File: src/rtl/elastic_read_pointer_control.sv
// Purpose : read side of the RX elastic buffer; syncs the gray write pointer, reads
//           symbols in order, repeats an SKP when occupancy runs low, flags underflow.
// Latency : data_out/data_valid update one read_clk after read_address is presented.
// Backpressure: none toward the writer; the read side only holds its own pointer
//           (FILL or SKP repeat) and never stalls the write side.
//
// Ports:
//   read_clk           read-domain clock
//   rst                synchronous active-high reset
//   gray_write_pointer gray-coded write pointer from the write domain (asynchronous)
//   data_in            buffer memory read data at read_address (combinational read)
//   read_address       binary read pointer, MSB is the wrap bit
//   gray_read_pointer  gray-coded read_address, combinational
//   data_out           registered output symbol
//   data_valid         data_out carries a valid symbol
//   underflow          one-cycle pulse when the buffer is found empty while running
//   Skp_Added          one-cycle pulse when an SKP is repeated
module elastic_read_pointer_control #(
  parameter int DATA_WIDTH    = 10,
  parameter int BUFFER_DEPTH  = 16,
  parameter int LOW_WATERMARK = 4,
  parameter int SYNC_STAGES   = 2,
  localparam int A = $clog2(BUFFER_DEPTH)
) (
  input  logic                  read_clk,
  input  logic                  rst,
  input  logic [A:0]            gray_write_pointer,
  input  logic [DATA_WIDTH-1:0] data_in,
  output logic [A:0]            read_address,
  output logic [A:0]            gray_read_pointer,
  output logic [DATA_WIDTH-1:0] data_out,
  output logic                  data_valid,
  output logic                  underflow,
  output logic                  Skp_Added
);

  // The two running-disparity encodings of the SKP code group.
  localparam logic [DATA_WIDTH-1:0] SKP_NEG = DATA_WIDTH'(10'b001111_1001);
  localparam logic [DATA_WIDTH-1:0] SKP_POS = DATA_WIDTH'(10'b110000_0110);

  localparam logic [A:0] HALF_FULL = (A+1)'(BUFFER_DEPTH / 2);
  localparam logic [A:0] LOW_MARK  = (A+1)'(LOW_WATERMARK);

  typedef enum logic {
    FILL = 1'b0,
    RUN  = 1'b1
  } state_t;

  state_t state_q, state_d;

  logic [A:0]            sync_q [SYNC_STAGES];
  logic [A:0]            wr_bin_s;
  logic [A:0]            occ;
  logic                  is_skp;
  logic                  skp_held;

  logic [A:0]            read_address_d;
  logic [DATA_WIDTH-1:0] data_out_d;
  logic                  data_valid_d;
  logic                  underflow_d;
  logic                  skp_added_d;
  logic                  skp_held_d;

  function automatic logic [A:0] gray2bin(input logic [A:0] g);
    logic [A:0] b;
    b[A] = g[A];
    for (int i = A - 1; i >= 0; i--) begin
      b[i] = b[i+1] ^ g[i];
    end
    return b;
  endfunction

  // Gray pointer changes one bit per write, so each flop stage sees a clean value
  // (old or new) and the decoded pointer is never ahead of the real write pointer.
  always_ff @(posedge read_clk) begin
    if (rst) begin
      for (int i = 0; i < SYNC_STAGES; i++) begin
        sync_q[i] <= '0;
      end
    end else begin
      sync_q[0] <= gray_write_pointer;
      for (int i = 1; i < SYNC_STAGES; i++) begin
        sync_q[i] <= sync_q[i-1];
      end
    end
  end

  assign wr_bin_s          = gray2bin(sync_q[SYNC_STAGES-1]);
  // Modulo 2^(A+1) subtraction keeps occupancy correct across the wrap bit.
  assign occ               = wr_bin_s - read_address;
  assign gray_read_pointer = read_address ^ (read_address >> 1);
  assign is_skp            = (data_in == SKP_NEG) || (data_in == SKP_POS);

  always_comb begin
    state_d        = state_q;
    read_address_d = read_address;
    data_out_d     = data_out;
    data_valid_d   = 1'b0;
    underflow_d    = 1'b0;
    skp_added_d    = 1'b0;
    skp_held_d     = skp_held;

    unique case (state_q)
      FILL: begin
        if (occ >= HALF_FULL) begin
          state_d = RUN;
        end
      end
      RUN: begin
        if (occ == '0) begin
          underflow_d = 1'b1;
          state_d     = FILL;
        end else begin
          data_out_d   = data_in;
          data_valid_d = 1'b1;
          // Hold the pointer on a SKP once so it is emitted twice; skp_held stops
          // the same SKP position from being repeated again on the next cycle.
          if (is_skp && (occ < LOW_MARK) && !skp_held) begin
            skp_added_d = 1'b1;
            skp_held_d  = 1'b1;
          end else begin
            read_address_d = read_address + 1'b1;
            skp_held_d     = 1'b0;
          end
        end
      end
      default: state_d = FILL;
    endcase
  end

  always_ff @(posedge read_clk) begin
    if (rst) begin
      state_q      <= FILL;
      read_address <= '0;
      data_out     <= '0;
      data_valid   <= 1'b0;
      underflow    <= 1'b0;
      Skp_Added    <= 1'b0;
      skp_held     <= 1'b0;
    end else begin
      state_q      <= state_d;
      read_address <= read_address_d;
      data_out     <= data_out_d;
      data_valid   <= data_valid_d;
      underflow    <= underflow_d;
      Skp_Added    <= skp_added_d;
      skp_held     <= skp_held_d;
    end
  end

endmodule

File: config.mk
export PLATFORM = sky130hd
export DESIGN_NAME = elastic_read_pointer_control
export DESIGN_NICKNAME = d
export VERILOG_FILES = /design/src/rtl/elastic_read_pointer_control.sv
export SDC_FILE = /design/constraint.sdc
export NUM_CORES = 1
export LEC_CHECK = 0
export ABC_AREA = 1
export CAP_MARGIN = 20
export CORE_UTILIZATION = 30
export CTS_CLUSTER_DIAMETER = 200
export DETAILED_ROUTE_END_ITERATION = 12
export PLACE_DENSITY = 0.61
export SYNTH_ARGS = -nofsm -noshare
export SYNTH_HDL_FRONTEND = slang
export SYNTH_SLANG_ARGS = --single-unit
File: constraint.sdc
create_clock -name read_clk -period 2.98 [get_ports read_clk]
set_input_delay 0.596 -clock read_clk [delete_from_list [all_inputs] [get_ports read_clk]]
set_output_delay 0.596 -clock read_clk [all_outputs]
set_load 0.05 [all_outputs]
# Word level (Yosys, flattened, before mapping)
# Memory sizes are Yosys's and may differ from the RTL's.
# Index checks and enable logic that the tools add are counted.
# op_classes
bitwise	10
n_eq_ne	2
muxes	10
add_sub_neg	2
reduce_logical	9
n_lt_le_gt_ge	2
# ops
cell	count
$eq A10 B10 Y1 const B	1
$eq A10 B8 Y1 const B	1
$mux W5	2
$mux W1	7
$add A5 B1 Y5 const B	1
$ge A5 B4 Y1 const B	1
$logic_not A5 Y1	1
$lt A5 B3 Y1 const B	1
$sub A5 B5 Y5	1
$xor A5 B4 Y5	1
$xor A1 B1 Y1	4
$not A1 Y1	3
$reduce_and A3 Y1	1
$reduce_or A3 Y1	1
$logic_and A1 B1 Y1	2
$or A1 B1 Y1	2
$pmux W1 S2	1
$reduce_and A2 Y1	1
$reduce_or A2 Y1	1
$logic_not A1 Y1	1
$logic_or A1 B1 Y1	1
# totals
out_inout_bits	23
in_bits	17
mem_bits_rw	10
n_memories	1
ff_bits	20
elab_cells	43
# mem_list
name	words	width	read_ports	rd_ports_with_merged_regs	write_ports	line_no	source
sync_q	2	5	2	0	2	51	logic [A:0] sync_q [SYNC_STAGES];

# Logic depth before layout (Yosys ltp)
# Gate-level depths: netlist of run 1.
# depth
ltp_word	10
depth_mapped	18
depth_no_buf	17

# Least setup slack after synthesis of run 1
# OpenSTA, ideal clock, no wires.
# synth_path
path_kind	register -> register
from	memory sync_q[0][9] in the netlist's numbering
to	register read_address[0]
arrival_ns	2.282
required_ns	2.863
path_slack_ns	0.581
period_less_slack_ns	2.399
n_path_buf	1
setup_time_ns	0.117
path_stages_with_launch	16
cell_sequence	dfxtp_1 -> xor2_1 -> xor2_1 -> xor2_1 -> inv_1 -> ha_1 -> nand2_1 -> nand2_1 -> nand2_1 -> nand2_1 -> nand3_1 -> nor2_4 -> nor2_8 -> buf_6 -> a21oi_1 -> nor2_1
# synth_rtl
item	line_no	source
from (decl)	51	
to (signal assigned)	142	read_address <= read_address_d;
to (decl)	29	output logic [A:0] read_address,

==> flow_metrics.py, run 1 <==
metrics = {
    "run_status": {
        "outcome": "complete, no violations",
    },
    "min_path": {
        "min_path_type": "reg -> reg",
    },
    "critical_path": {
        "start_kind": "register",
        "crit_fanout": 19,
        "crit_path_end_kind": "register",
        "cp.required_ns": 3.14,
        "critical_path_class": "reg -> reg",
        "cp.arrival_ns": 2.79,
    },
    "die": {
        "dieWidth_um": 71.5,
        "io_pins": 40,
        "die_h_um": 71.5,
        "coreArea_sq_um": 4500,
        "num_rows": 24,
        "die_area_sq_um": 5110,
        "initial_core_util_pct": 32.2,
    },
    "global_routing": {
        "grt.busiest_layer": "met2",
        "grt_pass1_vias": 1182,
        "grt_max_degree": 20,
        "grt_use_met3_pct": 4.36,
        "met1_usage_pct": 15.5,
        "grt_overflow": 0,
        "met2_usage_pct": 20.6,
        "antenna_found_initial": 0,
        "grt_usage_pct": 12.8,
        "grt_first_pass_wirelength_mm": 5.03,
    },
    "routing": {
        "drc_errors": 0,
        "wl_per_cell_um": 10.0,
        "viasPerCell": 4.34,
        "drt_iter0_drc": 63,
        "via_count": 1236,
        "ant_nets": 0,
        "wl_mm": 2.85,
        "firstDrtPassIters": 4,
    },
    "logic_synthesis": {
        "synth_warnings": 0,
        "synth_flop_cell": "dfxtp_1",
        "seq_area_frac_synth_pct": 41.5,
        "synth_top_area_share_pct": 41.5,
        "synth_area_sq_um": 1450,
        "syn_avg_cell_area_sq_um": 7.59,
        "synth_area_leaders": "dfxtp_1 (41%), nor2_1 (10%), inv_1 (7.3%)",
        "synthesis.nets": 215,
        "synthTopCellsByCount": "nor2_1 (39), dfxtp_1 (30), inv_1 (28), nand2_1 (28), o21ai_1 (10)",
        "yosys.area.top_type": "dfxtp_1",
        "synthMostInstantiatedCell": "nor2_1",
        "synth_seq_cells": 30,
        "async_flop_share_pct": 0,
        "synth_edf_count": 0,
        "synth_cells": 191,
        "synth_cell_types": 27,
    },
    "sta": {
        "rsz0062_at_grt": "no",
        "finClkSkew_ns": 0.00609,
        "slew_headroom_pct": 66.2,
        "finalHoldViolCount": 0,
        "max_freq_mhz": 380,
        "tightest_slew_ns": 0.505,
        "period_share_pct": 88.2,
        "timing.final.max_slew_violations": 0,
        "setup_viol": 0,
        "setup_tns_ns": 0,
        "period_needed_ns": 2.63,
    },
    "power": {
        "internal_power_uw": 835,
        "irDropWorstVdd_mv": 0.337,
        "swShare_pct": 40.6,
        "pwr_density_cell_nw_per_um2": 716,
        "total_power_mw": 1.41,
        "p_leak_nw": 0.900,
        "p_sw_uw": 572,
        "combPwrFrac_pct": 41.0,
        "clockPowerShare_pct": 24.0,
        "p_seq_share_pct": 35.0,
    },
    "cells_and_area": {
        "finalNetCount": 256,
        "antenna_cells": 0,
        "nFillCells": 476,
        "stdcell_count": 285,
        "areaGrowthSynthToFinish_pct": 35.7,
        "post-route-util_pct": 43.6,
        "drive_gt1_share_pct": 8.58,
    },
    "clock_tree": {
        "clock_sinks": 30,
        "htreeDepth": 2,
        "cts_resized": 0,
        "cts_root_buffer": "clkbuf_8",
        "cts_buffers": 5,
        "clockBufferDepth": 2,
        "cts_tree": "yes",
        "cts_setup_buffers": 0,
        "clock_latency_ns": 0.28,
        "holdBufCountCts": 0,
        "path_clk_slew_ns": 0.06,
    },
    "flow_run": {
        "drv_cap": 0,
    },
    "placement": {
        "dp_hpwl_mm": 2.12,
        "numPortBuffers": 39,
        "gp_congestion": 0.745,
        "place_inst": 277,
    },
}
path summary, 6_finish.rpt:
kind | start | endpoint | slack, ns | cells past startpoint
setup / recovery | sync_q[0][9]$_SDFF_PP0_ | read_address[3]$_SDFFE_PP0P_ | 0.35 | 15
hold / removal | sync_q[0][2]$_SDFF_PP0_ | sync_q[0][7]$_SDFF_PP0_ | 0.40 | 2
setup reg to reg | sync_q[0][9]$_SDFF_PP0_ | read_address[3]$_SDFFE_PP0P_ | 0.35 | 15
hold reg to reg | sync_q[0][2]$_SDFF_PP0_ | sync_q[0][7]$_SDFF_PP0_ | 0.40 | 2
per-layer routing:
metal / up-vias / share of wire, %
met4: 0 / 1.4
met1: 534 / 50
met2: 31 / 42
li1: 666 / -
met3: 5 / 5.8
met5: - / 0
power groups by stage:
stage | sequential, mW | combinational, mW | clock [mW]
finish | 0.492 | 0.577 | 0.338
global route | 0.501 | 0.627 | 0.371
CTS | 0.494 | 0.580 | 0.348
detailed placement | 0.503 | 0.575 | 0
global placement | 0.503 | 0.574 | 0
floorplan | 0.643 | 0.289 | 0
cells in the final DEF (no fill, tap or decap), types with 7 or more instances in the layout:
master / n
inv_1: 28
dfxtp_1: 30
nor2_1: 39
xor2_1: 8
clkdlybuf4s50_1: 39
nand2_1: 28
o21ai_1: 10
ha_1: 7
nand3_1: 9
a21oi_1: 8
area by class of cell:
class | count | area (sq um) | share of cell area [%]
multi-input cells | 124 | 687 | 34.9
flip-flops and latches | 30 | 601 | 30.6
repair buffers | 40 | 398 | 20.2
inverters | 31 | 120 | 6.11
clock buffers | 6 | 82.6 | 4.20
well taps | 52 | 65.1 | 3.31
clock inverters | 2 | 12.5 | 0.637
worst max-delay path, cell delays in order, from the launching register on:
cell	delay [ns]
dfxtp_1	0.35
xor2_1	0.23
xor2_1	0.23
xor2_1	0.24
inv_1	0.07
ha_1	0.30
nand2_1	0.10
nand2_1	0.07
nand2_1	0.06
nand2_1	0.09
nand3_1	0.17
nor2_4	0.07
nor2_8	0.25
nand2_2	0.14
nand2_1	0.08
a21oi_1	0.06
metrics by stage:
step | hold slack (ns) | setup WS (ns) | cell area, sq um
after global routing | 0.412 | 0.0794 | 1970
after global placement | 0.393 | 0.424 | 1870
after detailed placement | 0.392 | 0.359 | 1870
after floorplan | 0.388 | 0.581 | 1450
final | 0.402 | 0.352 | 1970
after CTS | 0.401 | 0.331 | 1970
cell families (layout without fill, tap and decap cells):
group	after synthesis	after routing	share of synthesized area, %
compound gates	19	19	6.74
xor+xnor	9	9	5.44
fa+ha+maj	7	7	6.04
buf+inv	37	79	11.1
flops	30	30	41.5
simple gates	89	89	29.2
sequential cells by signal (all words and copies together) (netlist names):
name	count
data_out	10
read_address	5
state_q	1
Skp_Added	1
data_valid	1
underflow	1
skp_held	1
sync_q	10
Power figures use the tool's default switching activity.
==> inputs of run 2 (changes only) <==
--- a/config.mk
+++ b/config.mk
@@ -7,10 +7,11 @@
 export LEC_CHECK = 0
 export ABC_AREA = 1
 export CAP_MARGIN = 20
-export CORE_UTILIZATION = 30
+export CORE_UTILIZATION = 45
 export CTS_CLUSTER_DIAMETER = 200
 export DETAILED_ROUTE_END_ITERATION = 12
-export PLACE_DENSITY = 0.61
+export MAX_ROUTING_LAYER = met4
+export PLACE_DENSITY = 0.83
 export SYNTH_ARGS = -nofsm -noshare
 export SYNTH_HDL_FRONTEND = slang
 export SYNTH_SLANG_ARGS = --single-unit
==> flow_metrics.py, run 2 (synthesis gave the netlist of run 1 again) <==
metrics = {
    "critical_path": {
        "cp_common_cell": "nand2_1",
        "start_kind": "register",
        "worstPathCellList": "xor2_1, xor2_1, xor2_1, inv_1, ha_1, nand2_1, nand2_1, nand2_1, nand2_1, nand3_1, nor2_4, nor2_8, nand2_2, nand2_1, a21oi_1",
        "crit_path_end_kind": "register",
        "cp.arrival_ns": 2.80,
        "cp_top_family": "simple AND/OR/NAND/NOR gates",
        "crit_fanout": 19,
        "cp.required_ns": 3.19,
        "critPathSlowestCell": "dfxtp_1",
        "critical_path_class": "reg -> reg",
        "slowest_delay_ns": 0.36,
        "path_buf_inv": 1,
    },
    "clock_tree": {
        "htreeDepth": 2,
        "cts_resized": 0,
        "clockBufferDepth": 2,
        "cts_tree": "yes",
        "cts_buffers": 5,
        "clock_sinks": 30,
        "cts_setup_buffers": 0,
        "path_clk_slew_ns": 0.09,
        "cts_root_buffer": "clkbuf_4",
        "holdBufCountCts": 0,
        "clock_latency_ns": 0.32,
    },
    "routing": {
        "wl_per_cell_um": 10.6,
        "viasPerCell": 4.47,
        "firstDrtPassIters": 4,
        "drt_iter0_drc": 31,
        "drc_errors": 0,
        "via_count": 1237,
        "ant_nets": 0,
        "wl_mm": 2.92,
    },
    "die": {
        "initial_core_util_pct": 47.5,
        "die_h_um": 58.7,
        "num_rows": 20,
        "die_area_sq_um": 3450,
        "io_pins": 40,
        "dieWidth_um": 58.7,
        "coreArea_sq_um": 3050,
    },
    "cells_and_area": {
        "reg_top3": "data_out x10, sync_q x10, read_address x5",
        "layout_common_cells": "nor2_1 (39), clkdlybuf4s50_1 (39), dfxtp_1 (30)",
        "antenna_cells": 0,
        "drive_gt1_share_pct": 7.73,
        "areaGrowthSynthToFinish_pct": 33.6,
        "finalNetCount": 256,
    },
    "power": {
        "clockPowerShare_pct": 22.8,
        "p_seq_share_pct": 35.5,
        "combPwrFrac_pct": 41.7,
        "pwr_density_cell_nw_per_um2": 717,
        "internal_power_uw": 828,
        "p_leak_nw": 0.892,
        "irDropWorstVdd_mv": 0.368,
        "total_power_mw": 1.39,
        "p_sw_uw": 559,
        "swShare_pct": 40.3,
    },
    "sta": {
        "finalHoldViolCount": 0,
        "setup_tns_ns": 0,
        "tightest_slew_ns": 0.504,
        "max_freq_mhz": 386,
        "period_needed_ns": 2.59,
        "rsz0062_at_grt": "no",
        "setup_viol": 0,
        "timing.final.max_slew_violations": 0,
        "period_share_pct": 87.0,
        "slew_headroom_pct": 66.3,
        "finClkSkew_ns": 0.00758,
    },
    "flow_run": {
        "drv_cap": 0,
    },
    "placement": {
        "gp_congestion": 0.846,
        "numPortBuffers": 39,
        "dp_hpwl_mm": 2.19,
    },
    "global_routing": {
        "grt_first_pass_wirelength_mm": 4.91,
        "grt_pass1_vias": 1182,
        "grt_usage_pct": 19.7,
        "grt_max_degree": 20,
        "grt_overflow": 0,
        "antenna_found_initial": 0,
    },
    "min_path": {
        "min_path_type": "reg -> reg",
    },
    "run_status": {
        "outcome": "complete, no violations",
    },
}
run 2: cell count changes in the layout (fill, tap and decap cells not counted):
cell	previous run	this run
clkbuf_1	0	2
clkbuf_4	0	5
clkbuf_8	6	0
clkinvlp_4	1	0
bufinv_16	0	1
clkinv_2	2	1
run 2: power groups by stage:
stage | clock network, mW | logic (mW) | registers [mW]
after floorplan | 0 | 0.289 | 0.643
after global placement | 0 | 0.568 | 0.501
after detailed placement | 0 | 0.577 | 0.502
after CTS | 0.324 | 0.579 | 0.493
after global routing | 0.344 | 0.623 | 0.499
final | 0.316 | 0.579 | 0.492
run 2: tightest hold or removal path, stage by stage, from the launching register on:
cell and delay [ns]:
dfxtp_1 0.31, inv_1 0.04, nor2_1 0.03
run 2: stage by stage:
| step | setup slack (ns) | instance area [sq um] | instances | hold slack [ns] | utilization (%) |
|---|---|---|---|---|---|
| 3_5_place_dp | 0.399 | 1860 | 269 | 0.398 | 60.9 |
| 5_1_grt | 0.0976 | 1940 | 277 | 0.433 | 63.4 |
| 3_3_place_gp | 0.449 | 1860 | 269 | 0.389 | 60.9 |
| 6_report | 0.387 | 1940 | 277 | 0.403 | 63.4 |
| 2_1_floorplan | 0.581 | 1450 | 191 | 0.388 | - |
| 4_1_cts | 0.381 | 1940 | 277 | 0.405 | 63.4 |
run 2: path summary, 6_finish.rpt:
kind	from	endpoint	slack [ns]	cells past startpoint
worst max-delay path	sync_q[0][9]$_SDFF_PP0_	read_address[1]$_SDFFE_PP0P_	0.39	15
worst min-delay path	sync_q[0][1]$_SDFF_PP0_	sync_q[0][6]$_SDFF_PP0_	0.40	2
worst max register to register	sync_q[0][9]$_SDFF_PP0_	read_address[1]$_SDFFE_PP0P_	0.39	15
worst min register to register	sync_q[0][1]$_SDFF_PP0_	sync_q[0][6]$_SDFF_PP0_	0.40	2
run 2: area by class of cell:
type                    count  area [sq um]
clock buffers               7          45.0
clock inverters             1          30.0
fillers                   274          1120
inverters                  31           120
multi-input cells         124           687
flip-flops and latches     30           601
well taps                  44          55.1
repair buffers             40           398
run 2: per-layer routing:
metal / track usage, % / vias to the layer above / wire length (um)
met3: 6.15 / 4 / 149
met5: - / - / 0
met4: 5.10 / 0 / 34
met1: 22.3 / 530 / 1370
li1: - / 674 / -
met2: 33.6 / 29 / 1370
